## config.mk

```make
export PLATFORM = sky130hd
export DESIGN_NAME = vertex_stream_writer
export DESIGN_NICKNAME = d
export VERILOG_FILES = /design/src/rtl/vertex_stream_writer.sv
export SDC_FILE = /design/constraint.sdc
export NUM_CORES = 1
export LEC_CHECK = 0
export CAP_MARGIN = 0
export CORE_ASPECT_RATIO = 2
export CORE_MARGIN = 4
export CORE_UTILIZATION = 43
export DETAILED_ROUTE_END_ITERATION = 7
export GPL_TIMING_DRIVEN = 0
export PLACE_DENSITY = 0.78
export SETUP_SLACK_MARGIN = 0.05
export SYNTH_ARGS = -nofsm -noshare
export SYNTH_HDL_FRONTEND = slang
export SYNTH_SLANG_ARGS = --single-unit
```

## constraint.sdc

```tcl
create_clock -name i_clk -period 2.73 [get_ports i_clk]
set_input_delay 0.273 -clock i_clk [delete_from_list [all_inputs] [get_ports i_clk]]
set_output_delay 0.273 -clock i_clk [all_outputs]
set_load 0.02 [all_outputs]
```

## src/rtl/vertex_stream_writer.sv

```systemverilog
// Producer end of the vertex FIFO: walks the index buffer, fetches each vertex,
// applies the viewport offset with 16-bit saturation and writes packed 104-bit words.
module vertex_stream_writer #(
  parameter int IDX_AW = 16,
  parameter int VTX_AW = 12
) (
  input  logic              i_clk,
  input  logic              i_rst,
  input  logic              i_start,
  input  logic [15:0]       i_tri_count,
  input  logic [15:0]       i_off_x,
  input  logic [15:0]       i_off_y,
  output logic              o_busy,
  output logic              o_done,
  output logic              o_idx_rd,
  output logic [IDX_AW-1:0] o_idx_addr,
  input  logic [15:0]       i_idx_data,
  output logic              o_vtx_rd,
  output logic [VTX_AW-1:0] o_vtx_addr,
  input  logic [15:0]       i_vtx_x,
  input  logic [15:0]       i_vtx_y,
  input  logic [7:0]        i_vtx_z,
  input  logic [31:0]       i_vtx_u,
  input  logic [31:0]       i_vtx_v,
  output logic              o_fifo_write,
  output logic [103:0]      o_fifo_data,
  input  logic              i_fifo_full,
  output logic [2:0]        o_dbg_state
);

  // FIFO handshake: a word is transferred on every rising edge where
  // o_fifo_write is high; o_fifo_write is only raised while i_fifo_full is low,
  // and o_fifo_data stays stable until that transfer happens.
  typedef enum logic [2:0] {
    S_IDLE     = 3'd0,
    S_IDX_RD   = 3'd1,
    S_IDX_DATA = 3'd2,
    S_VTX_RD   = 3'd3,
    S_VTX_DATA = 3'd4,
    S_PUSH     = 3'd5,
    S_DONE     = 3'd6
  } state_t;

  state_t      state, state_n;
  logic [17:0] cnt3;
  logic [15:0] off_x, off_y;
  logic        busy_c, done_c, idx_rd_c, vtx_rd_c, write_c;
  logic        last_vertex;
  logic [16:0] sum_x, sum_y;
  logic        unused_idx_bits;

  assign unused_idx_bits = ^i_idx_data[15:VTX_AW];

  function automatic logic [15:0] sat16(input logic [16:0] s);
    if (s[16] != s[15]) return s[16] ? 16'h8000 : 16'h7fff;
    return s[15:0];
  endfunction

  assign sum_x       = {i_vtx_x[15], i_vtx_x} + {off_x[15], off_x};
  assign sum_y       = {i_vtx_y[15], i_vtx_y} + {off_y[15], off_y};
  assign last_vertex = (18'(o_idx_addr) + 18'd1) == cnt3;

  always_comb begin
    state_n  = state;
    busy_c   = 1'b0;
    done_c   = 1'b0;
    idx_rd_c = 1'b0;
    vtx_rd_c = 1'b0;
    write_c  = 1'b0;
    case (state)
      S_IDLE: begin
        if (i_start) begin
          busy_c  = 1'b1;
          state_n = (i_tri_count == 16'd0) ? S_DONE : S_IDX_RD;
        end
      end
      S_IDX_RD: begin
        busy_c   = 1'b1;
        idx_rd_c = 1'b1;
        state_n  = S_IDX_DATA;
      end
      S_IDX_DATA: begin
        busy_c  = 1'b1;
        state_n = S_VTX_RD;
      end
      S_VTX_RD: begin
        busy_c   = 1'b1;
        vtx_rd_c = 1'b1;
        state_n  = S_VTX_DATA;
      end
      S_VTX_DATA: begin
        busy_c  = 1'b1;
        state_n = S_PUSH;
      end
      S_PUSH: begin
        busy_c = 1'b1;
        if (!i_fifo_full) begin
          write_c = 1'b1;
          state_n = last_vertex ? S_DONE : S_IDX_RD;
        end
      end
      S_DONE: begin
        done_c  = 1'b1;
        state_n = S_IDLE;
      end
      default: state_n = S_IDLE;
    endcase
  end

  // Reset masks every combinational output so nothing fires in the reset cycle.
  assign o_busy       = busy_c   && !i_rst;
  assign o_done       = done_c   && !i_rst;
  assign o_idx_rd     = idx_rd_c && !i_rst;
  assign o_vtx_rd     = vtx_rd_c && !i_rst;
  assign o_fifo_write = write_c  && !i_rst;
  assign o_dbg_state  = state;

  always_ff @(posedge i_clk) begin
    if (i_rst) begin
      state       <= S_IDLE;
      o_idx_addr  <= '0;
      o_vtx_addr  <= '0;
      o_fifo_data <= '0;
      cnt3        <= '0;
      off_x       <= '0;
      off_y       <= '0;
    end else begin
      state <= state_n;
      case (state)
        S_IDLE: begin
          if (i_start) begin
            cnt3       <= 18'(i_tri_count) * 18'd3;
            off_x      <= i_off_x;
            off_y      <= i_off_y;
            o_idx_addr <= '0;
          end
        end
        S_IDX_DATA: o_vtx_addr <= i_idx_data[VTX_AW-1:0];
        S_VTX_DATA: o_fifo_data <= {sat16(sum_x), sat16(sum_y), i_vtx_z, i_vtx_u, i_vtx_v};
        S_PUSH: begin
          if (!i_fifo_full) o_idx_addr <= o_idx_addr + {{(IDX_AW-1){1'b0}}, 1'b1};
        end
        default: ;
      endcase
    end
  end

endmodule

```

---- Word level (Yosys, flattened, before mapping) ----
Cells that the tools add are included.
storage, ports and cells
  register bits after elaboration ......... 185
  input port bits ......................... 172
  word-level logic and storage cells ...... 63
cells by class
  add/sub/neg operators ................... 4
  $mul .................................... 1
  equality and inequality tests ........... 11
  multiplexer cells ....................... 27
  reductions and logical operators ........ 13
operator list
  cell                   count
  $mux 16                8
  $add 16x16->17         2
  $pmux 16 s2            1
  $eq 17x18->1           1
  $mul 16x2->18 const B  1
  $pmux 3 s6             1
  $add 16x1->17 const B  1
  $add 16x1->16 const B  1
  $logic_not 16->1       1
  $mux 1                 12
  $mux 3                 4
  $eq 3x3->1 const B     3
  $eq 3x2->1 const B     2
  $logic_and 1x1->1      5
  $reduce_or 5->1        1
  $ne 2x2->1 const B     2
  $reduce_and 2->1       2
  $eq 3x1->1 const B     1
  $logic_not 3->1        1
  $reduce_and 3->1       1
  $ne 1x1->1             2
  $pmux 1 s2             1
  $reduce_bool 2->1      1
  $logic_not 1->1        1

---- Longest topological paths before layout ----
  depth in word-level cells ............... 6
  depth in mapped cells ................... 11
  mapped depth without buffers ............ 11

---- Least setup slack after synthesis ----
OpenSTA, ideal clock, no wires.
  path type ............................... reg-to-reg
  start point ............................. reg off_y[0]
  end point ............................... reg o_fifo_data[85]
  setup time .............................. 119 ps
  arrival ................................. 2550 ps
  data required time ...................... 2611 ps
  path slack .............................. 61 ps
  stages on the path, launching flop included .. 12
  clock period less this slack ............ 2669 ps
  cells stage by stage .................... dfxtp_1 > ha_1 > fa_1 > a211o_1 > a21oi_1 > o21ai_1 > a41oi_1 > a211oi_1 > o22ai_2 > buf_2 > a21oi_1 > o221a_2
on the way
  longest elaborated chain between the ends .. 6
ends and longest elaborated chain
  what                    line  RTL
  from (decl)             46    logic [15:0] off_x, off_y;
  from (signal assigned)  134   off_y <= i_off_y;
  $add 16x16->17 *        60    assign sum_y = {i_vtx_y[15], i_vtx_y} + {off_y[15], off_y};
  $ne 1x1->1              55    if (s[16] != s[15]) return s[16] ? 16'h8000 : 16'h7fff;
  $mux 1                  55
  $mux 1                  129   case (state)
  $mux 1                  119   if (i_rst) begin
  $mux 16 *               56    return s[15:0];
  to (signal assigned)    139   S_VTX_DATA: o_fifo_data <= {sat16(sum_x), sat16(sum_y), i_vtx_z, i_vtx_u, i_vtx_v};
  to (decl)               26    output logic [103:0] o_fifo_data,
Mark *: on every way between the ends. The rest lies on a longest branch, timed or not. The select of a mux whose other input is x is not followed.
A chain may end at the register's enable or synchronous reset.

---- Final worst setup path ----
Same ends and word-level chain as after synthesis.

==> summary.md <==
| Metric | Value |
|---|---|
| Outcome | `finished, final reports clean` |
| Cell repeated most along the worst path | `sky130_fd_sc_hd__a21oi_2` |
| Via-per-instance ratio | `5.578` |
| Synth Instances | `1267` |
| DRC violations left | `0` |
| Met2 routed WL | `20360 µm` |
| Shortest period the worst path allows | `2.705 ns` |
| Required time reported for the critical path endpoint | `3.07 ns` |
| Register bit count reported by yosys | `185` |
| Setup slack of the critical path after layout | `0.02502 ns` |
| Metal3 WL | `1863 µm` |
| Number of global-route vias before repair | `10660` |
| Iteration-0 DRC Markers | `572` |
| Die span in y | `222.3 µm` |
| Total of fill cells in the finished design | `1955` |
| Site Rows | `78` |
| Final layout net count | `1847` |
| Detailed-route via count | `10640` |
| Top achievable clock speed | `369.7 MHz` |
| Die X | `115.2 µm` |
| Overall Global Routing Usage | `27.72%` |
| WL final | `37210 µm` |
| Classification of the worst setup path | `register to register` |
| Unrepaired setup endpoints after global routing | `yes` |
| Number of antenna violations at the first check in global routing | `1` |
| CTS Sinks | `185` |
| H-tree depth | `4` |
| Class of the tightest hold or removal check | `primary input to register` |
| Max stage delay on crit path | `0.34 ns` |
| Synthesis warning total | `0` |
| Netlist area before placement | `0.009876 mm²` |
| Crit-path slowest cell | `sky130_fd_sc_hd__dfxtp_2` |
| Routed wire per std cell | `19.50 µm` |
| Post-route antenna net violation count | `0` |
| Buffers on Ports | `306` |
| Final-report setup violation count | `0` |
| Worst setup slack after placement | `-0.9328 ns` |
| Core outline area | `0.02264 mm²` |
| Cell at the root of the clock tree | `sky130_fd_sc_hd__clkbuf_16` |
| Post-synth net total | `1500` |
| Post-route design area | `0.01472 mm²` |
| Met1 wire length | `12100 µm` |
| LEAKAGE | `5.320 nW` |
| Final critical-path share of the clock period | `99.08%` |
| Max_cap viols | `0` |
| Highest signal layer in the routed design | `met4` |
| Worst VDD drop | `0.0006399 V` |
| Global-route wire length before repair | `55190 µm` |
| Largest net degree at the start of global routing | `17` |
| Cell Count Post-Placement | `1853` |
| Maximum buffer depth of the clock tree | `2` |
| Post-DP Area | `0.01329 mm²` |
| CP Cell Sequence | `ha_4 > fa_2 > a211o_1 > a21oi_2 > o21ai_2 > a41oi_2 > a211oi_2 > o22ai_2 > buf_6 > a21oi_2 > o221a_2` |
| Worst-skew pair later-pin latency | `0.45 ns` |
| Clk pin slew, worst setup/hold paths | `0.07 ns` |
| Post-synthesis sequential area ratio | `37.50%` |
| Power consumption | `7.634 mW` |
| Slew margin rel. | `38.47%` |
| Most common library cell in the layout ignoring fill and taps | `sky130_fd_sc_hd__clkdlybuf4s50_1` |
| Final standard cell utilization of the core | `65.00%` |
| Count of flip-flops with a built-in enable after synthesis | `0` |
| Initial Util | `43.62%` |
| Post-synth top flop | `sky130_fd_sc_hd__dfxtp_1` |
| Worst hold-check slack | `0.3588 ns` |
| Syn avg cell area | `7.795 µm²` |
| Power Dens Cells | `518.7 mW/mm²` |
| Post-layout instance count excluding filler cells | `1908` |
| Die outline area | `0.02560 mm²` |
| Slew of the pin with the lowest slew margin | `0.9229 ns` |
| TritonCTS clock tree | `done` |
| Data arrival time of the critical path | `3.05 ns` |
| GPL Wtd Cong | `0.9563` |
| Final-report max-slew violation count | `0` |
| Inserted Clock Buffers | `17` |
| Number of optimization iterations in the first detailed-route pass | `5` |
| Async S/R FF share, synth | `0%` |
| Fraction of layout cells with a size suffix above 1 | `12.48%` |
| Netlist cell types | `73` |
| # IOs | `312` |
| Endpoint type of the worst setup path | `register` |
| Total congestion overflow | `0` |
| Crit-path max FO | `5` |
| Final Hold Viols | `0` |
| Setup TNS | `0 ns` |
| Startpoint kind of the worst setup timing path | `register` |
| Top library cells by usage in the layout, fill and taps aside | `sky130_fd_sc_hd__clkdlybuf4s50_1 (302), sky130_fd_sc_hd__nand2_1 (284), sky130_fd_sc_hd__dfxtp_1 (176)` |
| Sum of net half-perimeters after detailed placement | `28920 µm` |
| Worst Clk Skew | `0.008973 ns` |
| Area overhead of the layout relative to synthesis | `49.03%` |
## layout make-up
| class | instances | area (µm²) | area share [%] |
|---|---|---|---|
| clock buffers | 19 | 432.9 | 2.941 |
| multi-input cells | 961 | 6276 | 42.64 |
| clock inverters | 13 | 191.4 | 1.301 |
| inverters | 45 | 168.9 | 1.148 |
| plain buffers | 76 | 336.6 | 2.287 |
| flip-flops and latches | 185 | 3717 | 25.26 |
| repair buffers | 328 | 3242 | 22.03 |
| diodes | 1 | 2.502 | 0.01700 |
| well taps | 280 | 350.3 | 2.380 |
## registers in the layout (all words and copies together), names as in the netlist
register,flops
o_vtx_addr,12
cnt3,18
off_y,16
off_x,16
o_dbg_state,3
o_idx_addr,16
o_fifo_data,104
## per-layer routing
metal | vias up | GRT usage (%)
met5 | - | 0
met1 | 4958 | 24.94
li1 | 5135 | -
met4 | 0 | 19.56
met3 | 149 | 4.361
met2 | 401 | 53.39
## report_power, final
| group | switching (mW) | leakage, nW | internal [mW] |
|---|---|---|---|
| clock network | 1.13 | 0.295 | 1.54 |
| logic | 1.11 | 3.52 | 0.936 |
| registers | 0.0903 | 1.50 | 2.82 |
## synthesized netlist by cell type, drive strengths merged, types with 3 or more instances
cell / count / share of area (%)
nand2: 285 / 11
a21oi: 196 / 9.9
dfxtp: 185 / 38
clkbuf: 67 / 2.6
ha: 58 / 7.3
o21ai: 55 / 2.8
nor2: 54 / 2.1
inv: 45 / 1.7
xnor2: 35 / 3.2
nor3: 33 / 1.7
nand3: 26 / 1.4
a211oi: 17 / 1.6
o221a: 15 / 1.7
xor2: 15 / 1.3
nor4: 13 / 0.89
a21o: 10 / 0.76
a31oi: 10 / 0.63
nand4: 10 / 0.63
buf: 9 / 0.44
o211ai: 9 / 0.68
o21a: 9 / 0.68
or3: 9 / 0.62
nand2b: 8 / 0.51
and3: 7 / 0.44
nand3b: 7 / 0.53
a311oi: 6 / 0.71
maj3: 6 / 0.68
nor2b: 6 / 0.38
or2: 6 / 0.38
a211o: 4 / 0.37
a21boi: 4 / 0.30
o21bai: 4 / 0.30
and4: 3 / 0.27
fa: 3 / 0.61
mux2i: 3 / 0.30
o2111ai: 3 / 0.33
o211a: 3 / 0.30
o311ai: 3 / 0.27
o31ai: 3 / 0.23
## what timing repair did
item | CTS | global route
endpoints found under the setup margin | 114 | 63
pin swaps | 7 | 52
hold buffers | 0 | 0
buffers inserted | 6 | 12
gates cloned | 1 | 3
gates resized for setup | 50 | 105
## path summary, 6_finish.rpt
path	start	end	slack, ns	cells after the start
setup / recovery	off_y[0]$_SDFFE_PP0P_	o_fifo_data[85]$_SDFFE_PP0P_	0.03	11
hold / removal	i_off_x[10]	off_x[10]$_SDFFE_PP0P_	0.36	3
setup reg to reg	off_y[0]$_SDFFE_PP0P_	o_fifo_data[85]$_SDFFE_PP0P_	0.03	11
hold reg to reg	o_vtx_addr[7]$_SDFFE_PP0P_	o_vtx_addr[7]$_SDFFE_PP0P_	0.45	2
## logic make-up (layout without fill, tap and decap cells)
family                   count (synthesis)  after routing  share of synthesized area, %
adder cells (fa/ha/maj)                 67             67                         8.641
flip-flops                             185            185                         37.50
multiplexers                             4              4                        0.4181
XOR/XNOR                                50             50                         4.510
AO/OA/AOI/OAI                          366            366                         23.02
buffers and inverters                  121            481                         4.713
other                                    0              1                             0
AND/OR/NAND/NOR                        474            474                         21.20
## worst max-delay path, delay by kind of cell, from the launching register on
kind            cells  cell delay [ns]
compound gates      8             1.56
fa+ha+maj           2             0.50
flops               1             0.34
buf+inv             1             0.20
No activity file was read; power rests on OpenSTA's default activity.
